**src/rtl/uart_upgrade_loader.sv**
```systemverilog
// uart_upgrade_loader
//   Firmware-upgrade receiver. It parses a framed image from the uart byte
//   stream: 0xA5, LEN_L, LEN_H, then LEN*4 payload bytes, then CSUM. Payload
//   bytes are packed little-endian into words and written sequentially into
//   imem while the CPU is held. When the frame ends, a one-byte ACK (0x4F) or
//   NAK (0x45) is returned to the uart transmitter.
// Ports:
//   clk, rst          clock, synchronous active-high reset
//   upgrade_en        loader enable; dropping it aborts a frame in progress
//   rx_valid/rx_data  received byte strobe and data
//   tx_busy           transmitter busy; no tx request is made while it is set
//   tx_valid/tx_data  one-cycle transmit request with the ACK/NAK byte
//   imem_wr_*         one-cycle imem write strobe, word address, data
//   cpu_hold          high while a frame is in progress
//   done/err          sticky result of the last frame
module uart_upgrade_loader #(
  parameter int XLEN        = 32,
  parameter int ADDR_W      = 12,
  parameter int TIMEOUT_CYC = 500000
) (
  input  logic              clk,
  input  logic              rst,
  input  logic              upgrade_en,
  input  logic              rx_valid,
  input  logic [7:0]        rx_data,
  input  logic              tx_busy,
  output logic              tx_valid,
  output logic [7:0]        tx_data,
  output logic              imem_wr_en,
  output logic [ADDR_W-1:0] imem_wr_addr,
  output logic [XLEN-1:0]   imem_wr_data,
  output logic              cpu_hold,
  output logic              done,
  output logic              err
);

  localparam logic [2:0] S_IDLE = 3'd0;
  localparam logic [2:0] S_LEN0 = 3'd1;
  localparam logic [2:0] S_LEN1 = 3'd2;
  localparam logic [2:0] S_DATA = 3'd3;
  localparam logic [2:0] S_CSUM = 3'd4;
  localparam logic [2:0] S_ACK  = 3'd5;

  localparam logic [7:0] SYNC_BYTE = 8'hA5;
  localparam logic [7:0] ACK_OK    = 8'h4F;
  localparam logic [7:0] ACK_NAK   = 8'h45;

  localparam int              GAP_W   = $clog2(TIMEOUT_CYC + 1);
  localparam logic [GAP_W-1:0] GAP_MAX = GAP_W'(TIMEOUT_CYC);
  localparam logic [16:0]      MAX_LEN = 17'(1) << ADDR_W;

  logic [2:0]       state;
  logic [7:0]       len_lo;
  logic [15:0]      len_q;
  logic [16:0]      wcnt;       // words written so far; also the next word address
  logic [1:0]       idx;
  logic [23:0]      byte_buf;   // lower three bytes of the word being assembled
  logic [7:0]       csum;
  logic [GAP_W-1:0] gap;
  logic [7:0]       ack_byte;

  logic [15:0]      len_full;
  logic             timed;

  assign len_full = {rx_data, len_lo};
  assign timed    = (state == S_LEN0) || (state == S_LEN1) ||
                    (state == S_DATA) || (state == S_CSUM);

  always_ff @(posedge clk) begin
    if (rst) begin
      state        <= S_IDLE;
      len_lo       <= '0;
      len_q        <= '0;
      wcnt         <= '0;
      idx          <= '0;
      byte_buf     <= '0;
      csum         <= '0;
      gap          <= '0;
      ack_byte     <= '0;
      tx_valid     <= 1'b0;
      tx_data      <= '0;
      imem_wr_en   <= 1'b0;
      imem_wr_addr <= '0;
      imem_wr_data <= '0;
      cpu_hold     <= 1'b0;
      done         <= 1'b0;
      err          <= 1'b0;
    end else begin
      tx_valid   <= 1'b0;
      imem_wr_en <= 1'b0;

      // Abort outranks timeout, which outranks byte handling.
      if (state != S_IDLE && !upgrade_en) begin
        state    <= S_IDLE;
        cpu_hold <= 1'b0;
      end else if (timed && gap == GAP_MAX) begin
        err      <= 1'b1;
        ack_byte <= ACK_NAK;
        state    <= S_ACK;
      end else begin
        if (timed) gap <= rx_valid ? '0 : gap + 1'b1;

        case (state)
          S_IDLE: begin
            if (upgrade_en && rx_valid && rx_data == SYNC_BYTE) begin
              done     <= 1'b0;
              err      <= 1'b0;
              cpu_hold <= 1'b1;
              wcnt     <= '0;
              idx      <= '0;
              csum     <= '0;
              gap      <= '0;
              state    <= S_LEN0;
            end
          end
          S_LEN0: begin
            if (rx_valid) begin
              len_lo <= rx_data;
              state  <= S_LEN1;
            end
          end
          S_LEN1: begin
            if (rx_valid) begin
              len_q <= len_full;
              if ({1'b0, len_full} > MAX_LEN) begin
                err      <= 1'b1;
                ack_byte <= ACK_NAK;
                state    <= S_ACK;
              end else if (len_full == 16'd0) begin
                state <= S_CSUM;
              end else begin
                state <= S_DATA;
              end
            end
          end
          S_DATA: begin
            if (rx_valid) begin
              csum <= csum + rx_data;
              idx  <= idx + 2'd1;
              case (idx)
                2'd0: byte_buf[7:0]   <= rx_data;
                2'd1: byte_buf[15:8]  <= rx_data;
                2'd2: byte_buf[23:16] <= rx_data;
                default: begin
                  imem_wr_en   <= 1'b1;
                  imem_wr_addr <= wcnt[ADDR_W-1:0];
                  imem_wr_data <= XLEN'({rx_data, byte_buf});
                  wcnt         <= wcnt + 17'd1;
                  if (wcnt + 17'd1 == {1'b0, len_q}) state <= S_CSUM;
                end
              endcase
            end
          end
          S_CSUM: begin
            if (rx_valid) begin
              if (rx_data == csum) begin
                done     <= 1'b1;
                ack_byte <= ACK_OK;
              end else begin
                err      <= 1'b1;
                ack_byte <= ACK_NAK;
              end
              state <= S_ACK;
            end
          end
          S_ACK: begin
            if (!tx_busy) begin
              tx_valid <= 1'b1;
              tx_data  <= ack_byte;
              cpu_hold <= 1'b0;
              state    <= S_IDLE;
            end
          end
          default: state <= S_IDLE;
        endcase
      end
    end
  end

endmodule

```
**config.mk**
```make
export PLATFORM = sky130hd
export DESIGN_NAME = uart_upgrade_loader
export DESIGN_NICKNAME = d
export VERILOG_FILES = /design/src/rtl/uart_upgrade_loader.sv
export SDC_FILE = /design/constraint.sdc
export NUM_CORES = 1
export LEC_CHECK = 0
export ABC_AREA = 1
export BUFFER_PORTS_ARGS = -buffer_cell sky130_fd_sc_hd__buf_2
export CAP_MARGIN = 20
export CORE_MARGIN = 8
export CORE_UTILIZATION = 60
export CTS_BUF_LIST = sky130_fd_sc_hd__clkbuf_4
export DETAILED_ROUTE_END_ITERATION = 8
export GPL_TIMING_DRIVEN = 0
export PLACE_DENSITY = 0.8
export SYNTH_ARGS = -nofsm -noshare
export SYNTH_HDL_FRONTEND = slang
export SYNTH_SLANG_ARGS = --single-unit
export TNS_END_PERCENT = 50
```
**constraint.sdc**
```tcl
create_clock -name clk -period 5.95 [get_ports clk]
set_clock_uncertainty 0.15 [all_clocks]
set_input_delay 0.595 -clock clk [delete_from_list [all_inputs] [get_ports clk]]
set_output_delay 0.595 -clock clk [all_outputs]
set_load 0.05 [all_outputs]
```
==> run summary <==
CTS Hold Bufs - 0
Yosys cell types - 50
Synth Area in Adders - 2.59%
ant diodes - 0
Worst slew margin - 55.5%
Worst-Skew Late Latency - 0.57 ns
Setup violations, final - 0
Slew Limit Fails - 0
r2r endpoint - len_q[12]$_SDFFE_PP0P_
Tcrit/Tclk final - 41.1%
mux share of post-synthesis cell area - 0%
number of vias per cell - 5.44
port bufs - 65
final antenna-violating net count - 0
hold path depth - 3
floorplan core area - 12,400 µm²
CTS tree - yes
# fillers - 1,185
final wirelength - 19.4 mm
Root Buffer - clkbuf_4
status - complete, no violations
gate count after technology mapping - 1,064
All-Layer GR Usage - 24.0%
H-Tree Level Count - 4
EDFF count, synth - 0
DR WL/cell - 14.5 µm
CP Capture Type - flip-flop
Int Pwr - 1.48 mW
DRC Markers - 0
Worst-path clk slew - 0.14 ns
Worst EP required - 6.24 ns
R2R setup slack - 3.51 ns
Hold Vio Cnt, Final - 0
Remaining Overflow, GRT - 0
Ys Warns - 0
Worst setup SP type - flip-flop
Power Total - 2.28 mW
hold wc startpoint - tx_busy
worst slew pin tran - 0.668 ns
Simple-Gate Fraction of Synth Area - 31.7%
register area share after synthesis - 39.9%
Post-CTS Setup Repair Bufs - 0
leakage - 3.59 nW
Compound-Gate Fraction of Synth Area - 15.4%
hold endpoint - cpu_hold$_SDFFE_PP0P_
Initial Utilization - 60.7%
largest family of logic cells by synthesized area - simple AND/OR/NAND/NOR gates
path depth of the worst reg2reg path - 12
initial antenna violation count - 0
Area Growth Syn to Fin - 10.6%
IO Pins - 70
via count - 7,254
CP max FO - 10
first-pass GRT wire length - 31.7 mm
Logic pwr share - 25.0%
pwr/cell area - 273 nW/µm²
XOR/XNOR share of the synthesized area - 1.40%
Post-Syn Area - 7530 µm²
sw frac - 35.1%
CP Cell Sequence - inv_1 > ha_1 > nand4_1 > nor3_2 > nand4_4 > nand2_4 > inv_2 > buf_6 > nand3_2 > buf_4 > o21ai_0 > a21oi_1
worst-case clock buffer depth - 2
Worst path slowest cell - dfxtp_1
CP Data Arrival Time - 2.74 ns
vias in the first global route - 6,458
mean post-synth cell area - 7.08 µm²
fmax - 0.409 GHz
hold crit path type - primary input to flip-flop
fraction of layout cells with a size suffix above 1 - 15.0%
# clock sinks - 150
Max-Cap Viols - 0
critical path class - flip-flop to flip-flop
Rows - 41
largest net degree at the start of global routing - 17
placer congestion estimate - 0.926
Die H - 128 µm
Final min period - 2.44 ns
Max VDD drop - 217 µV
clock share of power - 26.6%
Sequential Power Share - 48.5%
DP Wirelength - 14.5 mm
1st-pass router iterations - 6
Most used DFF post-synth - dfxtp_1
RR Startpoint - gap[0]$_SDFFE_PP0P_
die area - 16,400 µm²
total CTS buffers - 17
Crit. Startpoint - gap[0]$_SDFFE_PP0P_
# resized after CTS - 0
RSZ-0062 raised after global routing - no
Nets - 1,178
Crit path largest cell delay - 0.46 ns
asr flop ratio synth - 0%
Horiz. Die Dim - 128 µm
drt first-iter violations - 702
#FFs+latches synth - 150
P_sw - 0.800 mW
setup tns final - 0 ns
-- layout by cell type (no fill, tap or decap), drive strengths merged --
cell | synthesis | routed
a211oi | 3 | 3
a21oi | 111 | 111
a31o | 1 | 1
a41oi | 1 | 1
and2 | 1 | 1
and3 | 1 | 1
buf | 35 | 100
bufinv | 0 | 2
clkbuf | 23 | 42
clkinv | 1 | 8
clkinvlp | 0 | 2
conb | 1 | 3
dfxtp | 150 | 150
fa | 1 | 1
ha | 14 | 14
inv | 84 | 85
nand2 | 210 | 210
nand3 | 85 | 85
nand3b | 2 | 2
nand4 | 24 | 24
nor2 | 176 | 176
nor3 | 19 | 19
nor3b | 1 | 1
nor4 | 3 | 3
o2111ai | 1 | 1
o211ai | 8 | 8
o21a | 1 | 1
o21ai | 89 | 89
o221ai | 1 | 1
o31ai | 1 | 1
or2 | 4 | 4
xnor2 | 3 | 3
xor2 | 9 | 9
-- metal layers --
metal  GRT usage, %  part of all wire (%)  up-vias
met5              0                     0        -
met4           7.06                   1.3        0
met3           5.37                   6.5       22
met2           37.7                    46      244
met1           32.1                    46     3307
li1               -                     -     3681
-- cell families (layout without fill, tap and decap cells) --
family / count (synthesis) / count (layout)
fa+ha+maj: 15 / 15
other cells: 1 / 3
simple gates: 526 / 526
buf+inv: 143 / 239
compound gates: 217 / 217
flops: 150 / 150
xor+xnor: 12 / 12
-- power groups by stage --
stage / combinational, mW / sequential [mW] / clock (mW)
final: 0.568 / 1.10 / 0.605
after global routing: 0.631 / 1.11 / 0.656
after CTS: 0.562 / 1.10 / 0.614
after detailed placement: 0.558 / 1.13 / 0
after global placement: 0.549 / 1.12 / 0
after floorplan: 0.411 / 1.13 / 0
-- synth_stat cells (6+ instances only) --
cell type / instances / area share (%)
nand2_1: 202 / 10
nor2_1: 166 / 8.3
dfxtp_1: 150 / 40
a21oi_1: 108 / 7.2
inv_1: 78 / 3.9
nand3_1: 75 / 5.0
o21ai_0: 62 / 4.1
o21ai_1: 25 / 1.7
clkbuf_1: 23 / 1.1
nand4_1: 23 / 1.9
nor3_1: 16 / 1.1
buf_2: 14 / 0.93
ha_1: 14 / 2.3
buf_4: 11 / 1.1
nand3_2: 10 / 1.3
buf_6: 9 / 1.3
xor2_1: 9 / 1.0
o211ai_1: 8 / 0.80
nand2_2: 7 / 0.58
nor2_2: 6 / 0.50
-- sequential cells by signal (all words and copies together) (netlist names), 2 cells and up --
| name | count |
|---|---|
| gap | 19 |
| imem_wr_addr | 12 |
| len_q | 16 |
| ack_byte | 2 |
| imem_wr_data | 32 |
| len_lo | 8 |
| wcnt | 17 |
| state | 3 |
| tx_data | 2 |
| idx | 2 |
| byte_buf | 24 |
| csum | 8 |
-- area by class of cell --
class	count	area (µm²)	area share, %
buffer	58	355	4.26
clock buffer	19	143	1.71
clock inverter	12	111	1.34
inverter	85	322	3.86
multi-input combinational	773	3860	46.3
sequential	150	3000	36.0
tap	172	215	2.58
timing repair buffer	65	325	3.90
-- per-stage QoR --
stage               cell area [µm²]  hold WS (ns)  utilization (%)  setup slack (ns)  instances
floorplan                      7540         0.285                -              3.69       1066
global placement               8080         0.298             65.1              3.25       1303
detailed placement             8080         0.302             65.1              3.25       1303
CTS                            8330         0.171             67.1              3.54       1334
global route                   8330         0.173             67.1              3.23       1334
finish                         8330         0.202             67.1              3.51       1334
-- critical path: cells and delay by family (launching register included) --
| kind | cells | cell delay (ns) |
|---|---|---|
| and+or+nand+nor | 5 | 0.58 |
| AOI/OAI and AO/OA | 2 | 0.40 |
| adders and majority gates | 1 | 0.22 |
| DFF | 1 | 0.46 |
| buffers and inverters | 4 | 0.49 |
-- how the worst max path moves through the flow --
stage | endpoint | cells after the start | slack (ns)
floorplan | csum[6]$_SDFFE_PP0P_ | 10 | 3.69
finish | len_q[12]$_SDFFE_PP0P_ | 12 | 3.51
CTS | len_q[12]$_SDFFE_PP0P_ | 12 | 3.54
global route | state[2]$_SDFFE_PP0P_ | 16 | 3.23
detailed placement | state[2]$_SDFFE_PP0P_ | 11 | 3.25
global placement | wcnt[15]$_SDFFE_PP0P_ | 10 | 3.25
No activity file was read; power rests on OpenSTA's default activity.
